### src/rtl/time_pkg.sv
// Shared types and helpers for the front-panel time edit controller.
package time_pkg;

   typedef enum logic {
      RUN  = 1'b0,
      EDIT = 1'b1
   } state_e;

   localparam int DIGIT_W    = 4;
   localparam int MAX_FIELDS = 8;

   // Wrap limit of field k, taken from a packed nibble table (zero-extended to 32 bits).
   function automatic logic [DIGIT_W-1:0] field_max(input logic [4*MAX_FIELDS-1:0] fmax,
                                                    input logic [2:0]              k);
      return fmax[{k, 2'b00} +: DIGIT_W];
   endfunction

endpackage

### src/rtl/btn_debounce.sv
// Raw push-button conditioner: 2-flop synchronizer, stability counter and
// a single-cycle pulse on each accepted press.
module btn_debounce #(
   parameter int DEBOUNCE_CYCLES = 250000
) (
   input  logic clk_i,
   input  logic rst_i,
   input  logic btn_i,
   output logic pulse_o
);

   localparam int CW = $clog2(DEBOUNCE_CYCLES + 1);

   logic [1:0]    sync_q;
   logic          level_q;
   logic [CW-1:0] cnt_q;

   // Synchronize, then accept a new level only after an unbroken run of differing samples.
   always_ff @(posedge clk_i or posedge rst_i) begin
      if (rst_i) begin
         sync_q  <= 2'b00;
         level_q <= 1'b0;
         cnt_q   <= '0;
         pulse_o <= 1'b0;
      end else begin
         sync_q  <= {sync_q[0], btn_i};
         pulse_o <= 1'b0;
         if (sync_q[1] == level_q) begin
            cnt_q <= '0;
         end else if (cnt_q == CW'(DEBOUNCE_CYCLES - 1)) begin
            level_q <= sync_q[1];
            cnt_q   <= '0;
            pulse_o <= sync_q[1];
         end else begin
            cnt_q <= cnt_q + CW'(1);
         end
      end
   end

endmodule

### src/rtl/time_set_ctrl.sv
// Front-panel edit controller: MODE walks a cursor over the digit fields (MSB first),
// INC bumps the held value, and the selected counter is kept in load via set/set_value.
module time_set_ctrl
   import time_pkg::*;
#(
   parameter int                            NUM_FIELDS      = 4,
   parameter logic [DIGIT_W*NUM_FIELDS-1:0] FIELD_MAX       = 16'h3959,
   parameter int                            DEBOUNCE_CYCLES = 250000,
   parameter int                            BLINK_CYCLES    = 12500000
) (
   input  logic                            clk,
   input  logic                            reset,
   input  logic                            btn_mode,
   input  logic                            btn_inc,
   input  logic [DIGIT_W*NUM_FIELDS-1:0]   field_q,
   output logic [NUM_FIELDS-1:0]           set,
   output logic [DIGIT_W-1:0]              set_value,
   output logic                            edit_active,
   output logic [$clog2(NUM_FIELDS)-1:0]   edit_field,
   output logic                            blink
);

   localparam int KW  = $clog2(NUM_FIELDS);
   localparam int BCW = $clog2(BLINK_CYCLES + 1);
   localparam logic [4*MAX_FIELDS-1:0] FMAX_EXT = (4*MAX_FIELDS)'(FIELD_MAX);

   state_e             state_q, state_d;
   logic [KW-1:0]      k_q, k_d;
   logic [DIGIT_W-1:0] val_q, val_d;
   logic [DIGIT_W-1:0] nib_s, max_s;
   logic [BCW-1:0]     bcnt_q, bcnt_d;
   logic               blink_d;
   logic               mode_pulse_s, inc_pulse_s;

   btn_debounce #(.DEBOUNCE_CYCLES(DEBOUNCE_CYCLES)) u_mode_db (
      .clk_i   (clk),
      .rst_i   (reset),
      .btn_i   (btn_mode),
      .pulse_o (mode_pulse_s)
   );

   btn_debounce #(.DEBOUNCE_CYCLES(DEBOUNCE_CYCLES)) u_inc_db (
      .clk_i   (clk),
      .rst_i   (reset),
      .btn_i   (btn_inc),
      .pulse_o (inc_pulse_s)
   );

   // Cursor/value next state; MODE has priority so a coincident INC is dropped.
   always_comb begin
      state_d = state_q;
      k_d     = k_q;
      val_d   = val_q;
      nib_s   = '0;
      max_s   = field_max(FMAX_EXT, 3'(k_q));
      if (mode_pulse_s) begin
         if (state_q == RUN) begin
            state_d = EDIT;
            k_d     = KW'(NUM_FIELDS - 1);
         end else if (k_q != '0) begin
            k_d = k_q - KW'(1);
         end else begin
            state_d = RUN;
            k_d     = '0;
         end
         nib_s = field_q[DIGIT_W*int'(k_d) +: DIGIT_W];
         max_s = field_max(FMAX_EXT, 3'(k_d));
         // An out-of-range counter value is never offered back for loading.
         if ((state_d == EDIT) && (nib_s <= max_s)) begin
            val_d = nib_s;
         end else begin
            val_d = '0;
         end
      end else if (inc_pulse_s && (state_q == EDIT)) begin
         val_d = (val_q >= max_s) ? '0 : val_q + DIGIT_W'(1);
      end else begin
         val_d = val_q;
      end
   end

   // Blink phase restarts on every cursor move so each field starts visible.
   always_comb begin
      bcnt_d  = bcnt_q;
      blink_d = blink;
      if (mode_pulse_s || (state_q == RUN)) begin
         bcnt_d  = '0;
         blink_d = 1'b0;
      end else if (bcnt_q == BCW'(BLINK_CYCLES - 1)) begin
         bcnt_d  = '0;
         blink_d = ~blink;
      end else begin
         bcnt_d  = bcnt_q + BCW'(1);
         blink_d = blink;
      end
   end

   // State and outputs share one edge, so set never rises with a stale set_value.
   always_ff @(posedge clk or posedge reset) begin
      if (reset) begin
         state_q     <= RUN;
         k_q         <= '0;
         val_q       <= '0;
         bcnt_q      <= '0;
         set         <= '0;
         set_value   <= '0;
         edit_active <= 1'b0;
         edit_field  <= '0;
         blink       <= 1'b0;
      end else begin
         state_q     <= state_d;
         k_q         <= k_d;
         val_q       <= val_d;
         bcnt_q      <= bcnt_d;
         set         <= (state_d == EDIT) ? (NUM_FIELDS'(1) << k_d) : '0;
         set_value   <= val_d;
         edit_active <= (state_d == EDIT);
         edit_field  <= k_d;
         blink       <= blink_d;
      end
   end

endmodule
### config.mk
export PLATFORM = sky130hd
export DESIGN_NAME = time_set_ctrl
export DESIGN_NICKNAME = d
export VERILOG_FILES = /design/src/rtl/time_pkg.sv /design/src/rtl/btn_debounce.sv /design/src/rtl/time_set_ctrl.sv
export SDC_FILE = /design/constraint.sdc
export NUM_CORES = 1
export LEC_CHECK = 0
export CAP_MARGIN = 30
export CORE_MARGIN = 2
export CORE_UTILIZATION = 32
export DETAILED_ROUTE_END_ITERATION = 10
export SLEW_MARGIN = 10
export SYNTH_ARGS = -nofsm -noshare
export SYNTH_HDL_FRONTEND = slang
export SYNTH_SLANG_ARGS = --single-unit
### constraint.sdc
create_clock -name clk -period 6 [get_ports clk]
set_clock_uncertainty 0.05 [all_clocks]
set_input_delay 1.2 -clock clk [delete_from_list [all_inputs] [get_ports clk]]
set_output_delay 1.2 -clock clk [all_outputs]
set_load 0.05 [all_outputs]
==> Word level (Yosys, flattened, before mapping) <==
Cells that the tools add are included.
{ "op_classes": {"magnitude_cmp": 2, "n_shift": 4, "n_bitwise": 4, "div": 0, "reduce_logical": 8, "n_eq_ne": 5, "mul": 0, "mux": 25, "n_addsub": 5} }
{ "ops": {"columns": ["cell", "count"], "rows": [
  ["18-bit two-way mux", 4],
  ["32-bit by 5-bit variable part select with 4-bit output, first input constant", 2],
  ["24-bit two-way mux", 2],
  ["18-bit by 1-bit adder with 18-bit output, second input constant", 2],
  ["18-bit equality test, second input constant", 2],
  ["24-bit by 1-bit adder with 24-bit output, second input constant", 1],
  ["24-bit equality test, second input constant", 1],
  ["4-bit two-way mux", 5],
  ["16-bit by 5-bit variable part select with 4-bit output", 1],
  ["1-bit two-way mux", 10],
  ["2-bit two-way mux", 4],
  ["2-bit nonzero test", 3],
  ["4-bit by 1-bit adder with 4-bit output, second input constant", 1],
  ["4-bit >= comparator", 1],
  ["4-bit less-or-equal comparator", 1],
  ["1-bit inverter", 4],
  ["2-bit AND reduction", 2],
  ["1-bit by 2-bit << shifter with 4-bit output, first input constant", 1],
  ["1-bit equality test", 2],
  ["1-bit logical AND", 2],
  ["2-bit by 1-bit subtractor with 2-bit output, second input constant", 1],
  ["1-bit logical OR", 1]
]} }
{ "totals": {"word_cells": 67, "reg_bits": 80, "latch_bits": 0, "ram_bits": 0, "rom_bits": 0, "n_memories": 0, "output_inout_bits": 12, "in_bits": 20} }

==> Longest topological paths before layout <==
Gate-level depths: netlist of the first run.
{ "logic_depth": {"ltp_word": 9, "depth_mapped": 11, "depth_no_buf": 10} }

==> Modules after synthesis <==
Synthesis of the first run repeated with hierarchy kept, for this count alone.
{ "hier_totals": {"cells_unflattened": 415, "area_unflattened_um2": 4157.7} }
{ "by_module_without_submodules": {"columns": ["mod", "instances", "cells_each", "area_per_inst_um2"], "rows": [
  ["btn_debounce", 2, 99, 1047.3],
  ["time_set_ctrl", 1, 217, 2063.2]
]} }

==> Least setup slack after synthesis of the first run <==
OpenSTA, ideal clock, no wires.
{ "synth_timing": {"kind": "input to register", "from": "input field_q[10]", "to": "register val_q[0]", "setup_ps": 96, "required_time_ps": 5854, "cell_stages": 10, "arrival_time_ps": 2651, "setup_slack_ps": 3204, "cell_sequence": "mux2i_1 nand2_1 o211ai_1 o21ai_0 ha_1 a21o_1 a21oi_1 a31oi_1 or2_2 o221ai_1"} }
{ "synth_between": {"elab_chain_cells": 5} }
{ "synth_rtl": {"columns": ["item", "line_no", "source"], "rows": [
  ["start, declared", "time_set_ctrl.sv:15", "input logic [DIGIT_W*NUM_FIELDS-1:0] field_q,"],
  ["16-bit by 5-bit variable part select with 4-bit output", "time_set_ctrl.sv:66", "nib_s = field_q[DIGIT_W*int'(k_d) +: DIGIT_W];"],
  ["4-bit less-or-equal comparator", "time_set_ctrl.sv:69", "if ((state_d == EDIT) && (nib_s <= max_s)) begin"],
  ["1-bit logical AND", "time_set_ctrl.sv:69", null],
  ["4-bit two-way mux", "time_set_ctrl.sv:69", null],
  ["4-bit two-way mux", "time_set_ctrl.sv:56", "if (mode_pulse_s) begin"],
  ["end signal, assigned", "time_set_ctrl.sv:112", "val_q <= val_d;"],
  ["end, declared", "time_set_ctrl.sv:29", "logic [DIGIT_W-1:0] val_q, val_d;"]
]} }
Every way passes these cells.
A chain may end at the register's enable or synchronous reset.

==> results of run 1 <==
final cells by class:
class / count / area (sq um) / share of cell area, %
clock buffers: 12 / 256 / 5.45
multi-input cells: 299 / 1840 / 39.0
flip-flops and latches: 80 / 2000 / 42.5
repair buffers: 32 / 318 / 6.75
inverters: 12 / 46.3 / 0.983
clock inverters: 3 / 65.1 / 1.38
well taps: 147 / 184 / 3.91
per-layer routing:
metal	global-route usage, %	up-vias	wire length (um)
li1	-	1428	-
met1	16.2	1345	3620
met2	20.1	32	3590
met3	2.69	9	197
met4	4.82	0	130
met5	0	-	0
through the flow:
stage,instances,setup WS (ps),area (sq um)
6_report,585,2840,4710
3_5_place_dp,570,2600,4390
3_3_place_gp,570,2680,4390
2_1_floorplan,403,2700,3950
5_1_grt,585,2730,4710
4_1_cts,585,2820,4710
final timing paths:
path	start	end	slack (ps)	cells past startpoint
max	k_q[0]$_DFF_PP0_	edit_field[0]	2840	1
min	u_mode_db.sync_q[0]$_DFF_PP0_	u_mode_db.sync_q[1]$_DFF_PP0_	300	0
max reg2reg	k_q[0]$_DFF_PP0_	val_q[1]$_DFFE_PP0P_	3430	9
min reg2reg	u_mode_db.sync_q[0]$_DFF_PP0_	u_mode_db.sync_q[1]$_DFF_PP0_	300	0
max in group asynchronous	reset	val_q[2]$_DFFE_PP0P_	3750	3
min in group asynchronous	reset	u_mode_db.cnt_q[16]$_DFF_PP0_	1100	2
synthesized netlist by cell type, drive strengths merged (2+ instances only):
cell    instances
nor2b           3
and3            8
dfrtp          80
o211ai          3
clkbuf          8
o21a            2
nor4            5
and4            5
ha             10
mux2            3
nor4b           2
nor3           12
xnor2          27
mux2i           3
nand2b          2
nand4          13
nor3b           7
inv            12
a21oi           3
nand2          30
o21ai          10
a211o           2
nor2           79
xor2           31
buf             4
nand3          23
or2             4
flip-flops by register name, indices dropped and copies added, names as in the netlist, 2 cells and up:
register	cells
bcnt_q	24
u_inc_db.cnt_q	18
u_mode_db.cnt_q	18
set	4
val_q	4
k_q	2
u_inc_db.sync_q	2
u_mode_db.sync_q	2
power breakdown:
group          total [mW]  internal (mW)  switching [mW]
clock network       0.594          0.384           0.210
registers           0.552          0.545         0.00626
logic              0.0482         0.0212          0.0270
cells by family (layout without fill, tap and decap cells):
logic type,Yosys count,after routing,share of synthesized area [%]
adder cells (fa/ha/maj),10,10,3.17
AO/OA/AOI/OAI,26,26,4.21
multiplexers,6,6,1.62
buffers and inverters,24,59,2.79
XOR/XNOR,58,58,12.9
flip-flops,80,80,50.7
AND/OR/NAND/NOR,199,199,24.7
==> flow_summary.json, run 1 <==
{
  "finalWorstPathRequiredPeriod_ps": 3160,
  "slowest_delay_ps": 910,
  "drc": 0,
  "utilization_pct": 39.2,
  "critPathTopFamily": "buffers and inverters",
  "fin_setup_tns_ps": 0,
  "num_vias": 2814,
  "ioPinCount": 32,
  "power.total_mw": 1.19,
  "grt_pass1_wl_um": 13200,
  "grt_max_degree": 61,
  "crit_buf_inv": 1,
  "insertion_delay_ps": 330,
  "relSlewSlack_pct": 45.3,
  "yosys.area.top_type": "dfrtp_1",
  "finalMaxSlewViolations": 0,
  "vias_per_cell": 4.81,
  "ys.flop_type": "dfrtp_1",
  "wirelength_um": 7540,
  "core_area_sq_mm": 0.0120,
  "die_area_sq_mm": 0.0132,
  "maxCapViolations": 0,
  "num_rows": 40,
  "die_w_um": 115,
  "ys_seq_area_share_pct": 50.7,
  "htreeDepth": 3,
  "antenna_left": 0,
  "cp_max_fo": 16,
  "cts.sink_count": 80,
  "fmax_mhz": 316,
  "synth-edff-count": 0,
  "ys_ff_latch": 80,
  "syn_inst": 403,
  "critPathRequiredTime_ps": 4750,
  "num-fill-cells": 1176,
  "cts_tree": "done",
  "slowest_stage": "clkdlybuf4s50_1",
  "drive_gt1_share_pct": 5.25,
  "final_cell_mix": "80 x dfrtp_1, 79 x nor2_1, 31 x xor2_1, 31 x clkdlybuf4s50_1, 30 x nand2_1",
  "hold_viol": 0,
  "fin_hold_ws_ps": 300,
  "syn2layout_area_growth_pct": 19.2,
  "yosys_warnings": 0,
  "worst_setup_path_end_kind": "primary output",
  "ctsHoldBuffers": 0,
  "n_antenna_cell": 0,
  "synth_cell_type_count": 43,
  "crit_arrival_ps": 1910,
  "path_clk_slew_ps": 60,
  "finalNetCount": 464,
  "clockBufferDepth": 2,
  "min_path_type": "reg -> reg",
  "peakVddDrop_v": 0.000151,
  "yosys-top-cells-area": "dfrtp_1 51%, nor2_1 7.5%, xor2_1 6.9%",
  "cts-root-buf": "clkbuf_16",
  "dpl.hpwl_um": 5070,
  "final_common_cell": "dfrtp_1",
  "synth_area_sq_mm": 0.00395,
  "critical_path_class": "reg -> out",
  "first_pass_iters": 4,
  "wire_per_inst_um": 12.9,
  "synth_top_area_share_pct": 50.7,
  "overflow": 0,
  "start_util_pct": 32.9,
  "dr.first_iter.drc_count": 171,
  "cts_setup_buffers": 0,
  "gp_congestion": 0.778,
  "io_buffers": 31,
  "cp-start-kind": "register",
  "rsz0062_at_grt": "false",
  "syn_avg_cell_area_sq_um": 9.80,
  "die_h_um": 115,
  "setup_viol": 0,
  "grt_pass1_vias": 2821,
  "power.leakage_nw": 1.93,
  "grtUsageTotal_pct": 12.4,
  "path_cells": "clkdlybuf4s50_1",
  "syn_nets": 433,
  "postCtsResizedCells": 0,
  "antenna_found_initial": 0,
  "tightest_slew_ps": 821,
  "synthArstFlopShare_pct": 100,
  "fin_crit_sh_pct": 52.7,
  "status": "complete, no violations",
  "cts_buffers": 9,
  "power-per-cell-area_mw_per_mm2": 254
}
(Power assumes the default switching activity.)
==> run 2: changes to the inputs <==
clock period = 2.94 ns   (was 6 ns; I/O delays follow)
==> run 2 against run 1 <==
Flip-flop and latch count did not move. Cell count rose by 0.68%. Wire length fell by 0.15%. Register-to-register slack got worse by 2800 ps. Total power rose by 100%. Sequential power rose by 100%. Core utilization rose by 0.24 points. Design area rose by 0.61%. Worst hold slack got worse by 2.5 ps. Sequential share of layout area fell by 0.26 points. Critical path type unchanged. Highest routed layer unchanged.
==> flow_summary.json, run 2 (synthesized netlist as in run 1, its figures left out) <==
{
  "slowest_stage": "clkdlybuf4s50_1",
  "syn2layout_area_growth_pct": 20.0,
  "cts_tree": "done",
  "setup_viol": 0,
  "cts.sink_count": 80,
  "num_vias": 2886,
  "peakVddDrop_v": 0.000324,
  "num-fill-cells": 1174,
  "die_w_um": 115,
  "path_clk_slew_ps": 60,
  "hold_viol": 0,
  "die_area_sq_mm": 0.0132,
  "critPathRequiredTime_ps": 2300,
  "power.leakage_nw": 1.94,
  "antenna_found_initial": 0,
  "vias_per_cell": 4.90,
  "insertion_delay_ps": 320,
  "clockBufferDepth": 2,
  "tightest_slew_ps": 821,
  "worst_setup_path_end_kind": "primary output",
  "gp_congestion": 0.809,
  "r2r_cells": 7,
  "r2r_setup_slack_ps": 620,
  "ioPinCount": 32,
  "io_buffers": 31,
  "r2r-end": "val_q[2]$_DFFE_PP0P_",
  "critical_path_class": "reg -> out",
  "core_area_sq_mm": 0.0120,
  "dr.first_iter.drc_count": 214,
  "regArea_sq_mm": 0.00200,
  "grt_max_degree": 81,
  "final_common_cell": "dfrtp_1",
  "critPathTopFamily": "buffers and inverters",
  "finalMaxSlewViolations": 0,
  "grtUsageTotal_pct": 12.2,
  "fin_setup_tns_ps": 0,
  "whs_endpoint": "u_inc_db.sync_q[1]$_DFF_PP0_",
  "cp_max_fo": 15,
  "cts_buffers": 9,
  "power.total_mw": 2.41,
  "path_cells": "clkdlybuf4s50_1",
  "drc": 0,
  "min-delay-start": "u_inc_db.sync_q[0]$_DFF_PP0_",
  "die_h_um": 115,
  "slowest_delay_ps": 890,
  "cts_setup_buffers": 0,
  "final_cell_mix": "80 x dfrtp_1, 79 x nor2_1, 31 x xor2_1, 31 x clkdlybuf4s50_1, 30 x nand2_1",
  "first_pass_iters": 4,
  "dpl.hpwl_um": 5180,
  "finalWorstPathRequiredPeriod_ps": 2480,
  "largestRegisters": "bcnt_q (24), u_inc_db.cnt_q (18), u_mode_db.cnt_q (18)",
  "grt_pass1_wl_um": 13200,
  "htreeDepth": 3,
  "postCtsResizedCells": 0,
  "fmax_mhz": 403,
  "relSlewSlack_pct": 44.8,
  "multi_input_area_sq_mm": 0.00184,
  "start_util_pct": 32.9,
  "worstReg2RegStart": "k_q[1]$_DFF_PP0_",
  "ctsHoldBuffers": 0,
  "hold_path_depth": 0,
  "maxCapViolations": 0,
  "rsz0062_at_grt": "false",
  "status": "complete, no violations",
  "num_rows": 40,
  "crit_arrival_ps": 1840,
  "min_path_type": "reg -> reg",
  "n_antenna_cell": 0,
  "largest-register": "bcnt_q",
  "cts-root-buf": "clkbuf_16",
  "grt_pass1_vias": 2949,
  "cp-start-kind": "register",
  "finalNetCount": 467,
  "drive_gt1_share_pct": 5.66,
  "fin_crit_sh_pct": 84.4,
  "antenna_left": 0,
  "power-per-cell-area_mw_per_mm2": 509,
  "wire_per_inst_um": 12.8,
  "overflow": 0,
  "crit_buf_inv": 1,
  "wirelength_um": 7530,
  "largest_register_ffs": 24
}
==> run 2: where the power goes <==
part	total, mW	switching [mW]	internal (mW)	leakage, nW
clock network	1.18	0.416	0.767	0.154
logic	0.101	0.0559	0.0455	0.699
registers	1.13	0.0121	1.11	1.09
total	2.41	0.484	1.92	1.94
==> run 2: how the worst max path moves through the flow <==
stage | startpoint | to | slack (ps) | cells past startpoint
6_report | k_q[1]$_DFF_PP0_ | edit_field[1] | 460 | 1
5_1_grt | field_q[10] | val_q[1]$_DFFE_PP0P_ | 290 | 10
4_1_cts | k_q[1]$_DFF_PP0_ | edit_field[1] | 460 | 1
3_5_place_dp | field_q[10] | val_q[0]$_DFFE_PP0P_ | 150 | 11
3_3_place_gp | field_q[10] | val_q[0]$_DFFE_PP0P_ | 240 | 11
2_1_floorplan | reset | bcnt_q[0]$_DFF_PP0_ | 250 | 1
==> run 2: cell type report <==
class | count | area share (%)
clock inverters | 3 | 1.37
well taps | 147 | 3.88
inverters | 12 | 0.977
clock buffers | 13 | 5.28
flip-flops and latches | 80 | 42.3
multi-input cells | 299 | 38.8
repair buffers | 35 | 7.45
==> run 2: layer usage <==
layer | vias to the layer above | share of wire, % | track usage [%]
met3 | 5 | 2.7 | 3.32
met2 | 39 | 49 | 20.9
met5 | - | 0 | 0
met4 | 0 | 1.0 | 3.37
li1 | 1435 | - | -
met1 | 1407 | 47 | 15.3
==> run 2: per-stage QoR <==
step	instance area, sq um	hold WS, ps	utilization, %	cells	worst slack, ps
after floorplan	3950	281	-	403	250
final	4740	297	39.4	589	460
after detailed placement	4420	285	36.8	573	155
after CTS	4740	301	39.4	589	458
after global routing	4740	319	39.4	589	295
after global placement	4420	285	36.8	573	238
